### src/rtl/serial_addsub_ctrl_if.sv
// serial_addsub_ctrl_if: request/response bundle between execute control and the
// bit-serial add/subtract sequencer.
interface serial_addsub_ctrl_if #(
  parameter int unsigned WIDTH = 64
) ();
  logic             start;
  logic             op;
  logic [WIDTH-1:0] a;
  logic [WIDTH-1:0] b;
  logic             busy;
  logic             done;
  logic [WIDTH-1:0] result;
  logic             cout;
  logic             zf;
  logic             sf;
  logic             of;

  modport master (
    output start, op, a, b,
    input  busy, done, result, cout, zf, sf, of
  );

  modport slave (
    input  start, op, a, b,
    output busy, done, result, cout, zf, sf, of
  );
endinterface

### src/rtl/serial_addsub_ctrl.sv
// serial_addsub_ctrl: one-bit-per-cycle add/subtract, LSB first, with start/busy/done handshake.
// Define SERIAL_ADDSUB_FLAGS_EN to build the zf/sf/of condition-code logic.
module serial_addsub_ctrl #(
  parameter int unsigned WIDTH = 64
) (
  input logic                 clk,
  input logic                 rst_n,
  serial_addsub_ctrl_if.slave bus
);
  localparam int unsigned      CNT_W    = (WIDTH > 1) ? $clog2(WIDTH) : 1;
  localparam logic [CNT_W-1:0] LAST_BIT = CNT_W'(WIDTH - 1);

  typedef enum logic [1:0] {
    S_IDLE = 2'd0,
    S_RUN  = 2'd1,
    S_DONE = 2'd2
  } state_e;

  state_e             state_q, state_d;
  logic [WIDTH-1:0]   op_a_q, op_a_d;
  logic [WIDTH-1:0]   op_b_q, op_b_d;
  logic [WIDTH-1:0]   result_q, result_d;
  logic [CNT_W-1:0]   cnt_q, cnt_d;
  logic               carry_q, carry_d;
  logic               busy_q, busy_d;
  logic               done_q, done_d;
  logic               cout_q, cout_d;
  logic               sum_c;

  // Sequencer: load on accept, one full-adder step per RUN cycle, single DONE cycle
  always_comb begin
    state_d  = state_q;
    op_a_d   = op_a_q;
    op_b_d   = op_b_q;
    result_d = result_q;
    cnt_d    = cnt_q;
    carry_d  = carry_q;
    busy_d   = busy_q;
    done_d   = 1'b0;
    cout_d   = cout_q;
    sum_c    = op_a_q[0] ^ op_b_q[0] ^ carry_q;

    case (state_q)
      S_IDLE: begin
        if (bus.start) begin
          op_a_d  = bus.a;
          op_b_d  = bus.op ? ~bus.b : bus.b;
          carry_d = bus.op;
          cnt_d   = '0;
          busy_d  = 1'b1;
          state_d = S_RUN;
        end
      end
      S_RUN: begin
        carry_d  = (op_a_q[0] & op_b_q[0]) | (op_a_q[0] & carry_q) | (op_b_q[0] & carry_q);
        op_a_d   = op_a_q >> 1;
        op_b_d   = op_b_q >> 1;
        result_d = {sum_c, result_q[WIDTH-1:1]};
        cnt_d    = cnt_q + CNT_W'(1);
        if (cnt_q == LAST_BIT) begin
          state_d = S_DONE;
          done_d  = 1'b1;
          cout_d  = carry_d;
        end
      end
      S_DONE: begin
        state_d = S_IDLE;
        busy_d  = 1'b0;
      end
      default: begin
        state_d = S_IDLE;
        busy_d  = 1'b0;
      end
    endcase
  end

  always_ff @(posedge clk or negedge rst_n) begin
    if (!rst_n) begin
      state_q  <= S_IDLE;
      op_a_q   <= '0;
      op_b_q   <= '0;
      result_q <= '0;
      cnt_q    <= '0;
      carry_q  <= 1'b0;
      busy_q   <= 1'b0;
      done_q   <= 1'b0;
      cout_q   <= 1'b0;
    end else begin
      state_q  <= state_d;
      op_a_q   <= op_a_d;
      op_b_q   <= op_b_d;
      result_q <= result_d;
      cnt_q    <= cnt_d;
      carry_q  <= carry_d;
      busy_q   <= busy_d;
      done_q   <= done_d;
      cout_q   <= cout_d;
    end
  end

  assign bus.busy   = busy_q;
  assign bus.done   = done_q;
  assign bus.result = result_q;
  assign bus.cout   = cout_q;

`ifdef SERIAL_ADDSUB_FLAGS_EN
  logic zf_q, zf_d;
  logic sf_q, sf_d;
  logic of_q, of_d;
  logic c_msb_c;

  // Flags latch on the edge that processes the MSB (done_d marks that edge)
  always_comb begin
    zf_d    = zf_q;
    sf_d    = sf_q;
    of_d    = of_q;
    c_msb_c = carry_q;
    if (done_d) begin
      zf_d = (result_d == '0);
      sf_d = result_d[WIDTH-1];
      of_d = c_msb_c ^ carry_d;
    end
  end

  always_ff @(posedge clk or negedge rst_n) begin
    if (!rst_n) begin
      zf_q <= 1'b0;
      sf_q <= 1'b0;
      of_q <= 1'b0;
    end else begin
      zf_q <= zf_d;
      sf_q <= sf_d;
      of_q <= of_d;
    end
  end

  assign bus.zf = zf_q;
  assign bus.sf = sf_q;
  assign bus.of = of_q;
`else
  assign bus.zf = 1'b0;
  assign bus.sf = 1'b0;
  assign bus.of = 1'b0;
`endif
endmodule

### src/flat_wrapper.sv
// flat-port wrapper written by rule: the top's interface ports become plain ports
module serial_addsub_ctrl_flat 
#(
  parameter int unsigned WIDTH = 64
)
  (clk, rst_n, bus_start, bus_op, bus_a, bus_b, bus_busy, bus_done, bus_result, bus_cout, bus_zf, bus_sf, bus_of);
  serial_addsub_ctrl_if #(.WIDTH(WIDTH)) bus_i ();
  input logic clk;
  input logic rst_n;
  input wire logic [$bits(bus_i.start)-1:0] bus_start;
  input wire logic [$bits(bus_i.op)-1:0] bus_op;
  input wire logic [$bits(bus_i.a)-1:0] bus_a;
  input wire logic [$bits(bus_i.b)-1:0] bus_b;
  output wire logic [$bits(bus_i.busy)-1:0] bus_busy;
  output wire logic [$bits(bus_i.done)-1:0] bus_done;
  output wire logic [$bits(bus_i.result)-1:0] bus_result;
  output wire logic [$bits(bus_i.cout)-1:0] bus_cout;
  output wire logic [$bits(bus_i.zf)-1:0] bus_zf;
  output wire logic [$bits(bus_i.sf)-1:0] bus_sf;
  output wire logic [$bits(bus_i.of)-1:0] bus_of;
  assign bus_i.start = bus_start;
  assign bus_i.op = bus_op;
  assign bus_i.a = bus_a;
  assign bus_i.b = bus_b;
  assign bus_busy = bus_i.busy;
  assign bus_done = bus_i.done;
  assign bus_result = bus_i.result;
  assign bus_cout = bus_i.cout;
  assign bus_zf = bus_i.zf;
  assign bus_sf = bus_i.sf;
  assign bus_of = bus_i.of;
  serial_addsub_ctrl #(.WIDTH(WIDTH)) u_core (.clk(clk), .rst_n(rst_n), .bus(bus_i));
endmodule
### config.mk
export PLATFORM = sky130hd
export DESIGN_NAME = serial_addsub_ctrl_flat
export DESIGN_NICKNAME = d
export VERILOG_FILES = /design/src/rtl/serial_addsub_ctrl_if.sv /design/src/rtl/serial_addsub_ctrl.sv /design/src/flat_wrapper.sv
export SDC_FILE = /design/constraint.sdc
export NUM_CORES = 1
export LEC_CHECK = 0
export BUFFER_PORTS_ARGS = -buffer_cell sky130_fd_sc_hd__buf_2
export CAP_MARGIN = 0
export CELL_PAD_IN_SITES_DETAIL_PLACEMENT = 1
export CELL_PAD_IN_SITES_GLOBAL_PLACEMENT = 1
export CORE_UTILIZATION = 38
export CTS_CLUSTER_SIZE = 30
export DETAILED_ROUTE_END_ITERATION = 7
export PLACE_DENSITY = 0.81
export SETUP_SLACK_MARGIN = 0.05
export SLEW_MARGIN = 20
export SYNTH_ARGS = -nofsm -noshare
export SYNTH_HDL_FRONTEND = slang
export SYNTH_SLANG_ARGS = --single-unit
### constraint.sdc
create_clock -name clk -period 1.7 [get_ports clk]
set_clock_uncertainty 0.15 [all_clocks]
set_input_delay 0.255 -clock clk [delete_from_list [all_inputs] [get_ports clk]]
set_output_delay 0.255 -clock clk [all_outputs]
set_load 0.1 [all_outputs]
==> flow_summary.yaml, run 1 <==
setup_path:
  crit_start: "u_core.state_q[0]"
  critPathKind: "flip-flop to flip-flop"
  crit_fanout: 7
  arrival_ps: 2070
  cp_slowest_cell: "dfrtp_4"
  crit_chain: "buf_6 > buf_8 > o21bai_4 > buf_6 > buf_6 > buf_16 > nand2_1 > o21ai_1"
  cp_slowest_stage_delay_ps: 490
  crit_top_cell: "buf_6"
  r2r-start: "u_core.state_q[0]"
  required_ps: 1970
  end_kind: "flip-flop"
  worstSetupStartpointType: "flip-flop"
die:
  start_util_pct: 39.1
  fp.dieW_um: 161
  dieArea_um2: 25900
  ios: 202
  row_count: 57
  core_area_um2: 24500
  fp.dieH_um: 161
synthesis:
  synth_cell_types: 32
  synth_seq_area_share_pct: 53.2
  synth_edf_count: 0
  syn_inst: 985
  synthFlopType: "dfrtp_1"
  syn_area_um2: 9600
  synth-seq-cells: 204
  netlist_top_cells_area: "dfrtp_1 (53%), nand2_1 (10%), a221o_1 (6.5%)"
  ys_async_sr_fraction_pct: 100
  synth_top_cell_area_share_pct: 53.2
  synth_area_leader_cell: "dfrtp_1"
  yosys_warnings: 0
  synthMostInstantiatedCell: "nand2_1"
  synth_commonest_cells: "nand2_1 (255), dfrtp_1 (204), o21ai_0 (69)"
  avgSynthCellArea_um2: 9.74
routing:
  postRouteAntennaNets: 0
  wirelength_um: 33800
  drt_iter0_markers: 662
  firstDrtPassIters: 5
  drt-wirelength-per-cell_um: 20.8
  vias: 8993
  drc: 0
  viasPerCell: 5.54
cells_and_area:
  n_fill_cell: 2656
  finish.net_count: 1414
  utilization_pct: 57.4
  area_growth_pct: 46.9
  drive_gt1_share_pct: 29.5
timing:
  tns_ps: -1710
  fin_crit_ps: 1800
  worstMarginPinSlew_ps: 592
  fmax_ghz: 0.555
  setup_slack_ps: -103
  hold_viol_final: 0
  rsz0062_at_grt: "true"
  max-slew-margin-rel_pct: 60.5
  drv_slew: 0
  fin_crit_sh_pct: 106
  setup_violations: 62
power_and_ir_drop:
  power.density_nw_per_um2: 1560
  ir_drop_mv: 1.62
  power.leakage_uw: 0.00654
clocking:
  clk_pin_slew_worst_paths_ps: 60
  root_buffer: "clkbuf_16"
  clock_sinks: 204
  clkLatencyLatePin_ps: 510
  cts_tree: "yes"
  cts_buffer_depth: 3
  h-tree-depth: 1
  cts_buffers: 23
place:
  place.gp.congestion: 0.743
  place_hpwl_um: 17000
  portBuffers: 198
hold_path:
  min_from: "bus_b[41]"
  hold_path_class: "primary input to flip-flop"
flow_run:
  cap_violations: 0
grt:
  grt_max_degree: 66
  grt_overflow: 0
  antenna_found_initial: 2
  grt_pass1_wl_um: 52900
  grtUsageTotal_pct: 25.5
  first_global_vias: 9737
status:
  outcome: "finished, violations left"
  failed_checks: "negative setup slack"
## path summary, 6_finish.rpt
kind | endpoint | slack [ps] | cells after the start
worst max-delay path | u_core.op_a_q[14] | -100 | 8
worst min-delay path | u_core.op_b_q[41] | 20 | 4
min in group asynchronous | u_core.op_b_q[55] | 100 | 2
worst max register to register | u_core.op_a_q[14] | -100 | 8
worst min register to register | u_core.op_a_q[26] | 340 | 2
max in group asynchronous | u_core.bus.result[56] | 740 | 3
## registers in the layout, summed over array words and instances (netlist names)
name and cells:
u_core.state_q 2, u_core.op_b_q 64, u_core.carry_q 1, u_core.bus.result 64
u_core.bus.busy 1, u_core.bus.done 1, u_core.cnt_q 6, u_core.bus.cout 1
u_core.op_a_q 64
## power breakdown
part / total [uW] / internal [uW] / switching [uW]
clock: 5190 / 3130 / 2060
combinational: 8680 / 2830 / 5860
sequential: 8130 / 6570 / 1560
## what timing repair did
action                                  4_1_cts  5_1_grt
pin swaps                                    27       13
gates cloned                                 10        6
hold buffers                                 94        0
endpoints found under the setup margin      251      208
resized for setup                           161       77
endpoints found under the hold margin       297        0
buffers inserted                             11        3
## placed cells by master, fill, tap and decap left out, types with 12 or more instances in the layout
cell type,count
o21ai_2,12
a221o_1,62
xnor2_1,63
o32ai_1,47
o21ai_1,37
a22oi_1,52
inv_1,63
clkbuf_16,28
a22oi_2,13
buf_12,21
dlygate4sd3_1,94
o21ai_0,20
o32ai_2,14
nand2_1,227
buf_4,77
nand2_2,21
buf_6,17
dfrtp_1,202
buf_2,129
## critical path, delay by kind of cell, from the launching register on
| kind | cells | cell delay (ps) |
|---|---|---|
| buffers and inverters | 5 | 680 |
| AND/OR/NAND/NOR | 1 | 70 |
| AO/OA/AOI/OAI | 2 | 310 |
| flip-flops | 1 | 490 |
## metal layers
metal	up-vias	GRT usage, %	wire length (um)	part of all wire [%]
li1	4056	-	-	-
met1	4622	31.9	13800	41
met2	260	45.8	17800	53
met3	55	3.33	1420	4.2
met4	0	7.16	708	2.1
met5	-	0	0	0
## layout make-up
class,count,area [um^2],area share [%]
Sequential cell,204,5110,36.3
Multi-Input combinational cell,627,4230,30.0
Timing Repair Buffer,361,3330,23.6
Clock buffer,32,649,4.61
Tap cell,324,405,2.88
Inverter,63,236,1.68
Clock inverter,10,131,0.932
Antenna cell,2,5.00,0.0355
## per-stage QoR
| step | worst slack [ps] | cell area, um^2 | cells | total power, uW | hold slack (ps) |
|---|---|---|---|---|---|
| after floorplan | 16.5 | 9610 | 987 | 13500 | -191 |
| after global placement | -99.8 | 11200 | 1456 | 15000 | 81.1 |
| after detailed placement | -138 | 11200 | 1456 | 15400 | 78.7 |
| after CTS | -51.9 | 13800 | 1613 | 21500 | 2.18 |
| after global routing | -145 | 14100 | 1623 | 23000 | 22.8 |
| final | -103 | 14100 | 1623 | 22000 | 15.7 |
## cell families (layout without fill, tap and decap cells)
kind of cell    after synthesis  after routing  synth area share (%)
simple gates                279            279                  11.5
compound gates              275            275                  21.9
flops                       204            204                  53.2
buf+inv                     156            466                  6.77
xor+xnor                     64             64                  5.84
mux                           4              4                 0.443
fa+ha+maj                     2              2                 0.339
other cells                   1              5                0.0391
Note: power is estimated with default switching activity, not from simulation.
==> run 2, diff against run 1 <==
--- a/config.mk
+++ b/config.mk
@@ -11,6 +11,6 @@
 export CELL_PAD_IN_SITES_GLOBAL_PLACEMENT = 1
-export CORE_UTILIZATION = 38
+export CORE_UTILIZATION = 42
 export CTS_CLUSTER_SIZE = 30
 export DETAILED_ROUTE_END_ITERATION = 7
-export PLACE_DENSITY = 0.81
+export PLACE_DENSITY = 0.84
 export SETUP_SLACK_MARGIN = 0.05
==> constraint.sdc (replaced) <==
create_clock -name clk -period 1.9 [get_ports clk]
set_clock_uncertainty 0.15 [all_clocks]
set_input_delay 0.095 -clock clk [delete_from_list [all_inputs] [get_ports clk]]
set_output_delay 0.095 -clock clk [all_outputs]
set_load 0.1 [all_outputs]
==> run 2 against run 1 <==
The flow finishes with violations (negative hold slack). Combinational power is 19% lower. Clock power fell by 9.1%. Setup slack improved by 240 ps. Register-to-register slack improved by 240 ps.
==> flow_summary.yaml, run 2 (synthesis gave the netlist of run 1 again) <==
status:
  outcome: "finished, violations left"
  failed_checks: "negative hold slack"
cells_and_area:
  final_cell_mix: "nand2_1 (255), dfrtp_1 (202), buf_2 (196)"
  drive_gt1_share_pct: 21.7
  area_growth_pct: 37.4
  layout_commonest_cell: "nand2_1"
  finish.net_count: 1420
routing:
  vias: 9051
  drt-wirelength-per-cell_um: 21.5
  wirelength_um: 34100
  postRouteAntennaNets: 0
  drc: 0
  firstDrtPassIters: 5
  viasPerCell: 5.71
  drt_iter0_markers: 760
power_and_ir_drop:
  combPwrFrac_pct: 37.0
  p_switching_uw: 8290
  power.density_nw_per_um2: 1440
  design_power_total_uw: 19000
  seqPwrFrac_pct: 38.1
  sw_frac_of_total_pct: 43.7
  ir_drop_mv: 1.13
  power.leakage_uw: 0.00623
  pwr-share-clk_pct: 24.9
  p_int_uw: 10700
timing:
  holdWs_ps: -38.8
  fmax_ghz: 0.569
  fin_crit_sh_pct: 92.6
  hold_viol_final: 31
  worstMarginPinSlew_ps: 628
  setup_violations: 0
  setup_slack_ps: 141
  tns_ps: 0
  max-slew-margin-rel_pct: 58.0
  rsz0062_at_grt: "false"
  fin_crit_ps: 1760
  drv_slew: 0
place:
  place.gp.congestion: 0.769
  portBuffers: 198
  place_hpwl_um: 17300
  dpl_worst_slack_ps: 73.8
die:
  start_util_pct: 43.4
  core_area_um2: 22100
  row_count: 54
  fp.dieW_um: 153
  ios: 202
  fp.dieH_um: 153
  dieArea_um2: 23500
setup_path:
  critical_path_buf_inv_count: 2
  crit_fanout: 39
  r2r_cells: 5
  cp_slowest_cell: "dfrtp_4"
  cp_slowest_stage_delay_ps: 450
  crit_chain: "buf_6 > o21bai_4 > buf_12 > nand2_1 > o21ai_1"
  critical-path-top-delay-family: "buffers and inverters"
  end_kind: "flip-flop"
  crit_cells: 5
  critPathKind: "flip-flop to flip-flop"
  worstSetupStartpointType: "flip-flop"
  arrival_ps: 1980
  required_ps: 2120
clocking:
  clk_pin_slew_worst_paths_ps: 70
  clock_sinks: 204
  cts_buffer_depth: 3
  root_buffer: "clkbuf_16"
  cts_tree: "yes"
  cts_buffers: 23
  clkLatencyLatePin_ps: 510
  h-tree-depth: 1
grt:
  grt_overflow: 0
  first_global_vias: 9846
  grt_max_degree: 68
  grtUsageTotal_pct: 28.9
  antenna_found_initial: 6
  grt_pass1_wl_um: 53900
hold_path:
  hold_path_class: "primary input to async pin"
flow_run:
  cap_violations: 0
## run 2: layout make-up
cell class                 instances  area [um^2]
fill                            2420         8900
sequential                       204         5110
multi-input combinational        627         3890
timing repair buffer             367         2800
clock buffer                      34          687
tap                              280          350
inverter                          63          236
clock inverter                     5          100
antenna                            6         15.0
## run 2: routing by layer
metal / vias to the layer above / track usage, % / wire length (um)
met1: 4568 / 35.0 / 13400
met2: 334 / 52.1 / 17900
met5: - / 0 / 0
met4: 0 / 11.0 / 1250
li1: 4048 / - / -
met3: 101 / 3.80 / 1560
## run 2: path summary, 6_finish.rpt
path	from	to	slack (ps)
worst max-delay path	u_core.state_q[1]	u_core.op_a_q[41]	140
worst min-delay path	rst_n	u_core.op_b_q[1]	-40
worst max register to register	u_core.state_q[1]	u_core.op_a_q[41]	140
worst min register to register	u_core.cnt_q[5]	u_core.cnt_q[5]	330
max in group asynchronous	rst_n	u_core.op_b_q[62]	290
min in group clk	bus_op	u_core.op_b_q[32]	70
## run 2: worst reg2reg max path: stages, from the launching register on
cell      delay, ps
dfrtp_4         450
buf_6           260
o21bai_4        220
buf_12          240
nand2_1          90
o21ai_1         220
## run 2: stage by stage
step / instance area [um^2] / hold slack [ps] / instances / utilization [%]
final: 13200 / -38.8 / 1586 / 59.7
after global placement: 11000 / -27.6 / 1406 / 49.7
after CTS: 13100 / -31.3 / 1576 / 59.2
after global routing: 13200 / 2.63 / 1585 / 59.7
after floorplan: 9600 / -351 / 987 / -
after detailed placement: 11000 / -25.7 / 1406 / 49.7
## run 2: power by group through the flow
stage | clock network [uW] | registers, uW | logic (uW)
after floorplan | 0 | 9920 | 2150
after global placement | 0 | 7030 | 6360
after detailed placement | 0 | 7100 | 6610
after CTS | 4740 | 7080 | 6860
after global routing | 4970 | 7380 | 7480
final | 4720 | 7220 | 7030
## run 2: repair_timing
item | in CTS | in global routing
buffers inserted | 0 | 2
hold endpoints to repair | 332 | 0
hold buffers | 131 | 0
gates resized for setup | 0 | 8
setup endpoints to repair | 0 | 77
